File: config.mk
export PLATFORM = sky130hd
export DESIGN_NAME = programmable_blinker
export DESIGN_NICKNAME = d
export VERILOG_FILES = /design/src/rtl/blinker_pkg.sv /design/src/rtl/blink_period_counter.sv /design/src/rtl/programmable_blinker.sv
export SDC_FILE = /design/constraint.sdc
export NUM_CORES = 1
export LEC_CHECK = 0
export ABC_AREA = 0
export CAP_MARGIN = 20
export CORE_UTILIZATION = 42
export DETAILED_ROUTE_END_ITERATION = 12
export GPL_ROUTABILITY_DRIVEN = 0
export GPL_TIMING_DRIVEN = 0
export PLACE_DENSITY = 0.68
export SYNTH_ARGS = -nofsm -noshare
export SYNTH_HDL_FRONTEND = slang
export SYNTH_SLANG_ARGS = --single-unit
File: constraint.sdc
create_clock -name i_clk -period 4.7 [get_ports i_clk]
set_input_delay 0.94 -clock i_clk [delete_from_list [all_inputs] [get_ports i_clk]]
set_output_delay 0.94 -clock i_clk [all_outputs]
set_load 0.05 [all_outputs]
File: src/rtl/blinker_pkg.sv
// blinker_pkg: shared constants and types for the programmable blinker.
//   HALF_PERIOD_W     : width of the half-period register, in ticks
//   HALF_PERIOD_RESET : half-period loaded at reset
//   blink_pattern_e   : lamp pattern select encoding
package blinker_pkg;

  localparam int HALF_PERIOD_W     = 16;
  localparam int HALF_PERIOD_RESET = 15;

  // Encoding matches the i_is_flash_1 pin directly.
  typedef enum logic {
    FLASH2 = 1'b0,
    FLASH1 = 1'b1
  } blink_pattern_e;

endpackage

File: src/rtl/blink_period_counter.sv
// blink_period_counter: owns the half-period H and the tick counter C.
//   i_clk          : system clock
//   i_reset        : synchronous active-high reset (H = HP_RST, C = 0)
//   i_shift_left   : halve H each clock while held (saturates at 1)
//   i_shift_right  : double H each clock while held (saturates when MSB set)
//   i_count_en     : tick strobe, advances C through 0..2H-1
//   o_half_period  : current H
//   o_count        : current C
module blink_period_counter
  import blinker_pkg::*;
#(
  parameter int HP_W   = HALF_PERIOD_W,
  parameter int HP_RST = HALF_PERIOD_RESET
) (
  input  logic            i_clk,
  input  logic            i_reset,
  input  logic            i_shift_left,
  input  logic            i_shift_right,
  input  logic            i_count_en,
  output logic [HP_W-1:0] o_half_period,
  output logic [HP_W:0]   o_count
);

  logic [HP_W-1:0] r_half, w_half_nxt;
  logic [HP_W:0]   r_cnt, w_cnt_nxt, w_last;
  logic            w_h_chg;

  always_comb begin
    w_half_nxt = r_half;
    // Both commands together cancel; saturated steps leave H alone.
    if (i_shift_right && !i_shift_left && !r_half[HP_W-1])
      w_half_nxt = r_half << 1;
    else if (i_shift_left && !i_shift_right && (r_half != HP_W'(1)))
      w_half_nxt = r_half >> 1;

    w_h_chg = (w_half_nxt != r_half);
    w_last  = {r_half, 1'b0} - (HP_W+1)'(1);

    w_cnt_nxt = r_cnt;
    // A real rate change restarts the period at the top of an on-phase
    // and freezes counting for that clock.
    if (w_h_chg)
      w_cnt_nxt = '0;
    else if (i_count_en)
      w_cnt_nxt = (r_cnt == w_last) ? '0 : r_cnt + (HP_W+1)'(1);
  end

  always_ff @(posedge i_clk) begin
    if (i_reset) begin
      r_half <= HP_W'(HP_RST);
      r_cnt  <= '0;
    end else begin
      r_half <= w_half_nxt;
      r_cnt  <= w_cnt_nxt;
    end
  end

  assign o_half_period = r_half;
  assign o_count       = r_cnt;

endmodule

File: src/rtl/programmable_blinker.sv
// programmable_blinker: tick-driven lamp blinker with programmable period.
//   i_clk, i_reset : clock, synchronous active-high reset
//   i_is_flash_1   : 1 = 50 % square flash, 0 = short-duty (25 %) flash
//   i_shift_left   : halve the half-period each clock held (faster)
//   i_shift_right  : double the half-period each clock held (slower)
//   i_count_en     : tick strobe
//   o_out          : registered lamp drive, one clock behind C/H
// Build option BLINKER_FLASH2_EN: when undefined the short-duty pattern is
// not built and i_is_flash_1 is ignored (always 50 % duty).
module programmable_blinker
  import blinker_pkg::*;
#(
  parameter int HP_W   = HALF_PERIOD_W,
  parameter int HP_RST = HALF_PERIOD_RESET
) (
  input  logic i_clk,
  input  logic i_reset,
  input  logic i_is_flash_1,
  input  logic i_shift_left,
  input  logic i_shift_right,
  input  logic i_count_en,
  output logic o_out
);

  logic [HP_W-1:0] w_half;
  logic [HP_W:0]   w_count;
  logic            w_flash1_on, w_on;
  logic            r_out;

  blink_period_counter #(
    .HP_W   (HP_W),
    .HP_RST (HP_RST)
  ) u_counter (
    .i_clk         (i_clk),
    .i_reset       (i_reset),
    .i_shift_left  (i_shift_left),
    .i_shift_right (i_shift_right),
    .i_count_en    (i_count_en),
    .o_half_period (w_half),
    .o_count       (w_count)
  );

  assign w_flash1_on = (w_count < {1'b0, w_half});

`ifdef BLINKER_FLASH2_EN
  logic [HP_W-1:0] w_quarter;
  blink_pattern_e  w_pat;

  // H>>1 is 0 when H = 1; keep at least one tick of light.
  assign w_quarter = ((w_half >> 1) == '0) ? HP_W'(1) : (w_half >> 1);
  assign w_pat     = blink_pattern_e'(i_is_flash_1);
  assign w_on      = (w_pat == FLASH1) ? w_flash1_on
                                       : (w_count < {1'b0, w_quarter});
`else
  logic w_unused_flash_sel;
  assign w_unused_flash_sel = i_is_flash_1;
  assign w_on               = w_flash1_on;
`endif

  always_ff @(posedge i_clk) begin
    if (i_reset) r_out <= 1'b0;
    else         r_out <= w_on;
  end

  assign o_out = r_out;

endmodule

=== Word level (Yosys, flattened, before mapping) ===
Cells that the tools add are included.
W data, S select, Z words.

* Memories kept: 0
* Bits in writable memories: 0
* Memory bits (read-only): 0
* Latch bits: 0
* Logic and storage cells: 20
* Output and inout bits: 1
* Input bits: 6
* Flip-flop bits (word level): 34

* Order comparisons: 1
* Divide/modulo/power cells: 0
* Bitwise logic cells: 0
* Eq/ne operators: 3
* Add/subtract/negate cells: 2
* Multiply operators: 0
* Mux-type cells: 3
* Shift operators: 0
* Reduce and logical (&&, ||, !) cells: 8

{| class="wikitable"
|+ Operators with widths
! cell !! count
|-
| $mux W16 || 2
|-
| $add A17 B1 Y17 const B || 1
|-
| $eq A17 B17 Y1 || 1
|-
| $lt A17 B16 Y1 || 1
|-
| $mux W17 || 1
|-
| $sub A17 B1 Y17 const B || 1
|-
| $ne A16 B1 Y1 const B || 1
|-
| $ne A16 B16 Y1 || 1
|-
| $logic_and A1 B1 Y1 || 4
|-
| $logic_not A1 Y1 || 3
|-
| $reduce_or A2 Y1 || 1
|}

=== Longest topological paths before layout ===
* Depth after elaboration: 7
* Mapped depth: 11
* Gate-level depth less buffers: 8

=== By module ===
Synthesis repeated with hierarchy kept, for this count alone.

* Cells, all modules: 353
* Area total of the unflattened synthesis: 2832.7 um^2

{| class="wikitable"
|+ By module, submodules not included
! module !! area each (um^2) !! times used !! cells an instance
|-
| blink_period_counter || 2411.1 || 1 || 298
|-
| programmable_blinker || 421.7 || 1 || 55
|}

=== Worst setup path after synthesis ===
OpenSTA, ideal clock, no wires.

* Path kind: register to register
* Start: register u_counter.r_half[1] (netlist: u_counter.o_half_period[1])
* End: register u_counter.r_cnt[10] (netlist: u_counter.o_count[10])
* Data required time: 4580 ps
* Stages on the path, launching flop included: 12
* Arrival: 2664 ps
* Setup time: 120 ps
* Setup slack: 1916 ps
* Cells stage by stage: dfxtp_1 -> clkbuf_1 -> inv_1 -> ha_1 -> or3b_1 -> clkbuf_1 -> or2_1 -> o32ai_1 -> o21ai_1 -> a2111oi_4 -> buf_6 -> nor3_1

* Word-level cells in the longest chain between the ends: 6
* Elaborated cells on any way between the ends: 9
* Classes of those cells: add/sub (1); eq/ne (3); mux (3); reduce/logical (2)

{| class="wikitable"
|+ RTL lines
! item !! RTL line !! RTL
|-
| start: declaration || blink_period_counter.sv:24 || <nowiki>logic [HP_W-1:0] r_half, w_half_nxt;</nowiki>
|-
| start signal: assignment || blink_period_counter.sv:50 || <nowiki>r_half <= HP_W'(HP_RST);</nowiki>
|-
| start signal: assignment || blink_period_counter.sv:53 || <nowiki>r_half <= w_half_nxt;</nowiki>
|-
| parallel branches: the longest is 6 deep, another holds $sub A17 B1 Y17 || -- ||
|-
| end signal: assignment || blink_period_counter.sv:54 || <nowiki>r_cnt <= w_cnt_nxt;</nowiki>
|-
| end: declaration || blink_period_counter.sv:25 || <nowiki>logic [HP_W:0] r_cnt, w_cnt_nxt, w_last;</nowiki>
|}

Several ways; the timed one is not identified.
A chain may end at the register's enable or synchronous reset.

=== Worst setup path after layout ===
Ends and elaborated chain as after synthesis.

==> results.toml <==
[die]
dieHeight_um = 84.7
initial_core_util = 0.445
fp-row-count = 29
die_x_um = 84.7
io_pins = 7
die-area_um2 = 7170
core_area_um2 = 6460

[routing]
routed_via_density = 6.10
wl_per_cell_um = 17.3
dr.pass1.iters = 5
num_vias = 2727
wl_mm = 7.74
ant_nets = 0
drcViolationCount = 0
drt_iter0_markers = 271

[sta]
worst_pin_slew_ps = 677
fmax_mhz = 291
post-route-min-period_ps = 3430
rsz0062_at_grt = "no"
final.setup.worst_slack_ps = 1270
period_share = 0.730
hold_viol_final = 0
finalSetupViolations = 0
fin_skew_ps = 6.85
hold_ws_ps = 598
setup_tns_ps = 0
slew_viol_final = 0
slew_headroom = 0.545

[clocking]
clockBufferDepth = 2
cts_buffers = 5
cts_root_buffer = "clkbuf_8"
clk-insertion-delay-late_ps = 290
cts_tree = "built"
cts_sinks = 34
htree_levels = 2
cts_resized = 0
clk_pin_slew_worst_paths_ps = 70
cts_setup_buffers = 0
postCtsHoldBufs = 0

[setup_path]
r2r_slack_ps = 1270
crit_arrival_ps = 3610
crit_path_top_delay_cell = "a2111oi_4"
crit_buf_inv = 4
critPathKind = "flop to flop"
reg2reg_from = "u_counter.o_half_period[1]"
crit_path_max_fanout = 10
crit_path_start_kind = "flop"
worstPathRequired_ps = 4880
cpMostUsedCell = "clkbuf_1"
critPathMaxStageDelay_ps = 620
crit_chain = "clkbuf_1 -> inv_1 -> ha_1 -> or3b_1 -> clkbuf_1 -> or2_1 -> o32ai_1 -> o21ai_1 -> a2111oi_4 -> buf_6 -> nor3_1"
cp_top_family = "compound AO/OA/AOI/OAI gates"
reg2regPathDepth = 11
crit_path_end_kind = "flop"
r2r_end = "u_counter.o_count[10]"

[hold_path]
min_path_cells = 2
hold_path_class = "flop to flop"
holdPathEnd = "u_counter.o_count[0]"
min-delay-start = "u_counter.o_count[0]"

[pwr]
leakagePower_nw = 1.15
ir_worst_vdd_mv = 0.166
comb_power_share = 0.258
p_sw_w = 0.000230
p_per_area_nw_per_um2 = 225
intPower_w = 0.000463
power.share.clock = 0.302
swShare = 0.331
p_seq_frac = 0.441

[synth]
yosys.cell_types.count = 60
yosysWarnings = 0
synth_seq_cells = 34
synthXorXnorAreaFrac = 0.119
async_flop_share = 0
yosys.cell_count.top_type = "nand2_1"
synth_top_area_share = 0.237
synth_fa_ha_area_frac = 0.0784
synth_fp_nets = 384
synthFlopType = "dfxtp_1"
synthTopCellsByArea = "dfxtp_1 24%, ha_1 7.8%, xor2_1 7.0%"
yosysTopAreaCell = "dfxtp_1"
synth_compound_area_frac = 0.191
synth_top_family_by_area = "simple AND/OR/NAND/NOR gates"
synth_simple_gate_area_frac = 0.283
yosysSeqAreaShare = 0.237
synthCells = 360
avgSynthCellArea_um2 = 7.98
synth-edff-count = 0
syn-cell-area_um2 = 2870
synth_mux_area_frac = 0.0179
yosys-top-cells-count = "35 x nand2_1, 34 x dfxtp_1, 24 x nor2_1, 23 x clkbuf_1, 23 x xor2_1"

[global_routing]
met1_usage = 0.322
grt_pass1_vias = 2470
antenna_found_initial = 0
grt_max_degree = 11
grt_overflow = 0
met3_usage = 0.0265
top_usage_layer = "met2"
gr-usage-met2 = 0.364
grt_pass1_wl_mm = 13.0
grt_use_total = 0.229

[outcome]
outcome = "finished clean"

[placed_design]
io_buffer_count = 3
dpl.hpwl_mm = 5.63
dp_slack_ps = 1130
place_area_um2 = 3000
dp.cells = 440

[cells_and_area]
area_growth_pct = 7.06
n_antenna_cell = 0
fin_area_um2 = 3070
layout.cells.non_filler = 447
fin_nets = 394
fillers = 652
layout-drive-gt1-share = 0.0784

[run]
max_cap_violations = 0
==> sequential cells by signal, indices dropped and copies added (netlist names) <==
signal                   cells
u_counter.o_half_period     16
o_out                        1
u_counter.o_count           17
==> logic make-up after synthesis <==
family | Yosys count
AND/OR/NAND/NOR | 142
AO/OA/AOI/OAI | 73
buffers and inverters | 49
XOR/XNOR | 39
flip-flops | 34
adder cells (fa/ha/maj) | 18
multiplexers | 5
==> worst max path at each step <==
stage                               start                    end  slack, ps  depth (start not counted)
2_1_floorplan  u_counter.o_half_period[1]  u_counter.o_count[10]       1920                         11
3_3_place_gp                i_shift_right  u_counter.o_count[14]       1140                          9
3_5_place_dp                i_shift_right  u_counter.o_count[11]       1130                          9
4_1_cts        u_counter.o_half_period[1]  u_counter.o_count[10]       1290                         11
5_1_grt        u_counter.o_half_period[1]  u_counter.o_count[10]        990                         11
6_report       u_counter.o_half_period[1]  u_counter.o_count[10]       1270                         11
==> final cells by class <==
class,count,area (um^2),area share
multi-input cells,277,1980,0.644
flip-flops and latches,34,681,0.221
plain buffers,32,146,0.0476
well taps,77,96.3,0.0313
clock buffers,7,76.3,0.0248
inverters,17,63.8,0.0208
repair buffers,3,30.0,0.00977
==> metal layers <==
layer  vias to the layer above  routed length [um]
li1                       1317                   -
met1                      1295                3600
met2                       101                3550
met3                        14                 437
met4                         0                 163
met5                         -                   0
==> through the flow <==
stage               total power [W]  utilization
floorplan                  0.000443            -
global placement           0.000483        0.464
detailed placement         0.000486        0.464
CTS                        0.000692        0.476
global route               0.000727        0.476
finish                     0.000693        0.476
==> power by group through the flow <==
stage                     Clock (W)  Sequential [W]  Combinational, W
after floorplan                   0        0.000311          0.000132
after global placement            0        0.000311          0.000172
after detailed placement          0        0.000312          0.000174
after CTS                  0.000212        0.000305          0.000175
after global routing       0.000225        0.000306          0.000196
final                      0.000209        0.000305          0.000179
==> worst register-to-register path, delay by kind of cell (launching register included) <==
family / cells / cell delay (ps)
flip-flops: 1 / 300
AND/OR/NAND/NOR: 3 / 670
adder cells (fa/ha/maj): 1 / 330
AO/OA/AOI/OAI: 3 / 1070
buffers and inverters: 4 / 950
==> layout by cell type (no fill, tap or decap), types with 4 or more instances in the layout <==
cell	count
mux2i_1	4
ha_1	18
a21oi_1	11
xor2_1	23
or4_1	4
nand4_1	7
o21ai_0	9
nor4_1	8
a211oi_1	9
xnor2_1	16
nor3_1	14
or3_1	4
inv_1	17
a311oi_1	7
nor3_2	9
nor2b_1	4
clkbuf_1	25
dfxtp_1	34
nand3_1	8
a21o_1	7
clkbuf_8	5
nor2_1	24
nand2_1	35
(Power assumes the default switching activity.)
